`config.mk`:
```
export PLATFORM = sky130hd
export DESIGN_NAME = ctrl_ex_countdown
export DESIGN_NICKNAME = d
export VERILOG_FILES = /design/src/rtl/ctrl_pkg.sv /design/src/rtl/ctrl_ex_downcnt.sv /design/src/rtl/ctrl_ex_countdown.sv
export SDC_FILE = /design/constraint.sdc
export NUM_CORES = 1
export LEC_CHECK = 0
export ABC_AREA = 1
export BUFFER_PORTS_ARGS = -buffer_cell sky130_fd_sc_hd__buf_4
export CORE_ASPECT_RATIO = 0.6
export CORE_MARGIN = 5
export CORE_UTILIZATION = 30
export CTS_BUF_LIST = sky130_fd_sc_hd__clkbuf_8
export DETAILED_ROUTE_END_ITERATION = 8
export SYNTH_ARGS = -nofsm -noshare
export SYNTH_HDL_FRONTEND = slang
export SYNTH_HIERARCHICAL = 1
export SYNTH_SLANG_ARGS = --single-unit
```
`constraint.sdc`:
```
create_clock -name clk -period 1.7 [get_ports clk]
set_input_delay 0.17 -clock clk [delete_from_list [all_inputs] [get_ports clk]]
set_output_delay 0.17 -clock clk [all_outputs]
set_load 0.05 [all_outputs]
```
`src/rtl/ctrl_pkg.sv`:
```
// ctrl_pkg
//   Shared definitions for the exposure-time path: sequencer state encoding,
//   default exposure limits (also used by the exposure-time register) and the
//   exposure clamp helper.
package ctrl_pkg;

    typedef enum logic [1:0] {
        EX_IDLE   = 2'd0,
        EX_ERASE  = 2'd1,
        EX_EXPOSE = 2'd2,
        EX_DONE   = 2'd3
    } ex_state_t;

    localparam int          EX_W_DEF   = 5;
    localparam int unsigned EX_MIN_DEF = 2;
    localparam int unsigned EX_MAX_DEF = 30;

    // Saturate a requested exposure into [lo, hi].
    function automatic int unsigned ex_clamp(input int unsigned v,
                                             input int unsigned lo,
                                             input int unsigned hi);
        if (v < lo) return lo;
        if (v > hi) return hi;
        return v;
    endfunction

endpackage

```
`src/rtl/ctrl_ex_downcnt.sv`:
```
// ctrl_ex_downcnt
//   Loadable down-counter that saturates at zero.
//   Ports:
//     clk      in   rising-edge clock
//     reset    in   asynchronous active-low reset (clears value)
//     load     in   load load_val (has priority over dec)
//     load_val in   W   value to load
//     dec      in   decrement by one when value is non-zero
//     value    out  W   current count
//     is_one   out  value == 1 (terminal count)
module ctrl_ex_downcnt #(
    parameter int W = 5
) (
    input  logic         clk,
    input  logic         reset,
    input  logic         load,
    input  logic [W-1:0] load_val,
    input  logic         dec,
    output logic [W-1:0] value,
    output logic         is_one
);

    always_ff @(posedge clk or negedge reset) begin
        if (!reset) begin
            value <= '0;
        end else if (load) begin
            value <= load_val;
        end else if (dec && (value != '0)) begin
            value <= value - W'(1);
        end
    end

    assign is_one = (value == W'(1));

endmodule

```
`src/rtl/ctrl_ex_countdown.sv`:
```
// ctrl_ex_countdown
//   Exposure sequencer: on an accepted init it latches the clamped exposure
//   length, holds erase for ERASE_CYCLES, holds expose for the exposure length,
//   then pulses ex_done for one cycle.
//   Ports:
//     clk      in   rising-edge clock
//     reset    in   asynchronous active-low reset
//     init     in   start request, ignored while busy
//     ex_init  in   EX_W requested exposure length in cycles
//     abort    in   cancel running sequence (only when CTRL_EX_ABORT_EN is defined)
//     erase    out  high during ERASE
//     expose   out  high during EXPOSE
//     ex_done  out  one-cycle pulse in DONE
//     busy     out  high outside IDLE
//     ex_left  out  EX_W remaining exposure cycles incl. current, 0 outside EXPOSE
//   Build option: define CTRL_EX_ABORT_EN to add the abort port.
//
//   state     | meaning
//   EX_IDLE   | waiting for init
//   EX_ERASE  | erase held high, ecnt counting down
//   EX_EXPOSE | expose held high, cnt counting down
//   EX_DONE   | ex_done pulse, returns to IDLE
module ctrl_ex_countdown
    import ctrl_pkg::*;
#(
    parameter int          EX_W         = EX_W_DEF,
    parameter int unsigned EX_MIN       = EX_MIN_DEF,
    parameter int unsigned EX_MAX       = EX_MAX_DEF,
    parameter int unsigned ERASE_CYCLES = 1
) (
    input  logic            clk,
    input  logic            reset,
    input  logic            init,
    input  logic [EX_W-1:0] ex_init,
`ifdef CTRL_EX_ABORT_EN
    input  logic            abort,
`endif
    output logic            erase,
    output logic            expose,
    output logic            ex_done,
    output logic            busy,
    output logic [EX_W-1:0] ex_left
);

    localparam int EC_W = (ERASE_CYCLES < 2) ? 1 : $clog2(ERASE_CYCLES + 1);

    ex_state_t       state;
    logic            accept;
    logic            abort_req;
    logic [EX_W-1:0] cnt_load;
    logic [EX_W-1:0] cnt_val;
    logic            cnt_is_one;
    logic [EC_W-1:0] ecnt_val;
    logic            ecnt_is_one;
    logic            dec_cnt;
    logic            dec_ecnt;

`ifdef CTRL_EX_ABORT_EN
    assign abort_req = abort && ((state == EX_ERASE) || (state == EX_EXPOSE));
`else
    assign abort_req = 1'b0;
`endif

    assign accept   = (state == EX_IDLE) && init;
    assign cnt_load = EX_W'(ex_clamp(32'(ex_init), EX_MIN, EX_MAX));
    assign dec_ecnt = (state == EX_ERASE) && (ecnt_val != '0);
    assign dec_cnt  = (state == EX_EXPOSE);

    ctrl_ex_downcnt #(.W(EC_W)) u_ecnt (
        .clk      (clk),
        .reset    (reset),
        .load     (accept),
        .load_val (EC_W'(ERASE_CYCLES)),
        .dec      (dec_ecnt),
        .value    (ecnt_val),
        .is_one   (ecnt_is_one)
    );

    ctrl_ex_downcnt #(.W(EX_W)) u_cnt (
        .clk      (clk),
        .reset    (reset),
        .load     (accept),
        .load_val (cnt_load),
        .dec      (dec_cnt),
        .value    (cnt_val),
        .is_one   (cnt_is_one)
    );

    // Outputs are produced alongside the state so each one is a flop that
    // already reflects the state being entered.
    always_ff @(posedge clk or negedge reset) begin
        if (!reset) begin
            state   <= EX_IDLE;
            erase   <= 1'b0;
            expose  <= 1'b0;
            ex_done <= 1'b0;
            busy    <= 1'b0;
            ex_left <= '0;
        end else if (abort_req) begin
            state   <= EX_IDLE;
            erase   <= 1'b0;
            expose  <= 1'b0;
            ex_done <= 1'b0;
            busy    <= 1'b0;
            ex_left <= '0;
        end else begin
            case (state)
                EX_IDLE: begin
                    if (init) begin
                        state <= EX_ERASE;
                        erase <= 1'b1;
                        busy  <= 1'b1;
                    end
                end
                EX_ERASE: begin
                    if (ecnt_is_one) begin
                        state   <= EX_EXPOSE;
                        erase   <= 1'b0;
                        expose  <= 1'b1;
                        ex_left <= cnt_val;
                    end
                end
                EX_EXPOSE: begin
                    if (cnt_is_one) begin
                        state   <= EX_DONE;
                        expose  <= 1'b0;
                        ex_done <= 1'b1;
                        ex_left <= '0;
                    end else begin
                        // Mirror the decrement the counter performs on this edge.
                        ex_left <= cnt_val - EX_W'(1);
                    end
                end
                EX_DONE: begin
                    state   <= EX_IDLE;
                    ex_done <= 1'b0;
                    busy    <= 1'b0;
                end
                default: begin
                    state   <= EX_IDLE;
                    erase   <= 1'b0;
                    expose  <= 1'b0;
                    ex_done <= 1'b0;
                    busy    <= 1'b0;
                    ex_left <= '0;
                end
            endcase
        end
    end

endmodule
```
==> reports/metrics.csv <==
metric,value,unit
wl_per_cell,10.23,µm
yosysSeqAreaShare,0.3895,
path_clk_slew,0.07,ns
drt-initial-drc-count,31,
place_ws,0.1331,ns
mappedNetlistArea,0.001092,mm²
synth_flop_cell,dfrtp_1,
portBuffers,16,
wl_met3,155,µm
dieWidth,87.90,µm
slew_viol_final,0,
final_common_cell,nand2_1,
ir_drop,778.9,µV
ys_types,24,
synth_edf_count,0,
grt_max_degree,18,
syn_avg_cell_area,7.002,µm²
cts.sinks,17,
grt_pass1_vias,831,
rows,17,
totalPowerFinal,2.640,mW
hold_viol,0,
wl_met1,1260,µm
dr_total_vias,927,
drcViolationCount,0,
synthToLayoutAreaGrowth,20.16,%
drt_wl_total,2250,µm
yosys_warnings,6,
first_pass_iters,4,
powerDensity,2011,mW/mm²
final_area,0.001313,mm²
rsz0062_at_grt,no,
wl_met2,797,µm
report.final.setup_viol,0,
regArea,425.4,µm²
syn_inst,156,
clock_skew,0.002733,ns
cts-buffers-inserted,3,
n_antenna_cell,0,
ant_nets,0,
cts_tree,built,
drv_cap,0,
cts_max_level,1,
viasPerCell,4.214,
holdWs,0.1437,ns
critPathLaunchType,register,
placed_area,0.001252,mm²
start_util,0.3039,
die_y,56.74,µm
clock_latency,0.26,ns
worstSetupPathType,reg2reg,
gp_congestion,0.7472,
antenna_found_initial,0,
grt_usage,0.09683,
crit_path_max_fanout,5,
hold_path_class,in2reg,
fin_ws,0.2193,ns
dr.max_layer_used,met4,
async_reset_ff_frac,1.000,
synth_nets,171,
final_cell_mix,"nand2_1 (52), inv_1 (24), dfrtp_1 (17), buf_4 (17), nor2_1 (10)",
setup.worst_path.end_class,register,
clk_path_buf_depth,2,
status,"finished, final reports clean",
tns,0,ns
n_fill_cell,400,
core-area,0.003595,mm²
grt_pass1_wl,3719,µm
r2r_slack,0.22,ns
p_leak,0.7218,nW
synth_seq_cells,17,
dp_hpwl,1747,µm
nets,189,
period_share,0.8710,
grt-ovfl-total,0,
drive_above_1_share,0.1676,
cts-root-buf,clkbuf_8,
cts_setup_buffers,0,
fmax,675.4,MHz
pin_count,17,
period_needed,1.481,ns
die_area,0.004987,mm²
cp.required,1.84,ns
multi_input_area,548.0,µm²
arrival,1.62,ns
synthesized netlist by cell type, drive strengths merged (2+ instances only):
| cell type | n | area (µm²) |
|---|---|---|
| a21oi | 4 | 20.02 |
| buf | 2 | 15.01 |
| clkbuf | 3 | 11.26 |
| dfrtp | 17 | 425.4 |
| ha | 7 | 87.58 |
| inv | 25 | 93.84 |
| nand2 | 55 | 214.0 |
| nand3 | 10 | 50.05 |
| nand3b | 2 | 15.01 |
| nor2 | 11 | 43.80 |
| o21ai | 12 | 67.56 |
worst max-delay path, cell delays in order, from the launching register on:
cell	delay, ns
dfrtp_1	0.41
inv_1	0.12
ha_1	0.15
nand2_1	0.05
nor2_1	0.13
inv_1	0.05
nand2_1	0.15
nand3_2	0.14
nand2_1	0.08
o21ai_0	0.08
metrics by stage:
| stage | utilization | instances |
|---|---|---|
| 2_1_floorplan | - | 156 |
| 3_3_place_gp | 0.3484 | 215 |
| 3_5_place_dp | 0.3484 | 215 |
| 4_1_cts | 0.3637 | 220 |
| 5_1_grt | 0.3651 | 220 |
| 6_report | 0.3651 | 220 |
cell families after synthesis:
| group | Yosys count | share of synthesized area |
|---|---|---|
| buffers and inverters | 31 | 0.1134 |
| DFF | 17 | 0.3895 |
| other | 1 | 0.003433 |
| adders and majority gates | 7 | 0.08018 |
| AOI/OAI and AO/OA | 19 | 0.09852 |
| xor gates and xnor gates | 1 | 0.008020 |
| and+or+nand+nor | 80 | 0.3070 |
worst paths after layout:
kind                                     start             end  depth (start not counted)
min in group asynchronous                reset           erase                          2
worst min register to register      ex_left[3]      ex_left[3]                          2
worst max register to register  u_cnt/value[1]        state[0]                          9
max in group asynchronous                reset      ex_left[3]                          2
worst min-delay path                ex_init[4]  u_cnt/value[4]                          3
worst max-delay path            u_cnt/value[1]        state[0]                          9
registers in the layout, summed over array words and instances (netlist names):
name / flops
ex_done: 1
ex_left: 5
erase: 1
busy: 1
u_ecnt/is_one: 1
u_cnt/value: 5
expose: 1
state: 2
report_power, final:
part	switching (mW)	internal [mW]	leakage, nW
clock	0.141	0.161	0.0269
sequential	0.159	0.592	0.211
combinational	1.05	0.535	0.484
layout make-up:
cell class | instances | share of cell area
Multi-Input combinational cell | 108 | 0.4175
Clock inverter | 1 | 0.002860
Sequential cell | 17 | 0.3241
Inverter | 26 | 0.07436
Timing Repair Buffer | 18 | 0.1049
Clock buffer | 3 | 0.03146
Tap cell | 47 | 0.04480
metal layers:
layer | GRT usage | vias up
met5 | 0 | -
met4 | 0.03282 | 0
met3 | 0.03519 | 5
met2 | 0.1288 | 17
met1 | 0.1413 | 390
li1 | - | 515
what timing repair did:
action,CTS,global route
hold buffers,1,0
hold endpoints to repair,17,0
gates resized for setup,0,2
endpoints found under the setup margin,0,5
Power figures use the tool's default switching activity.
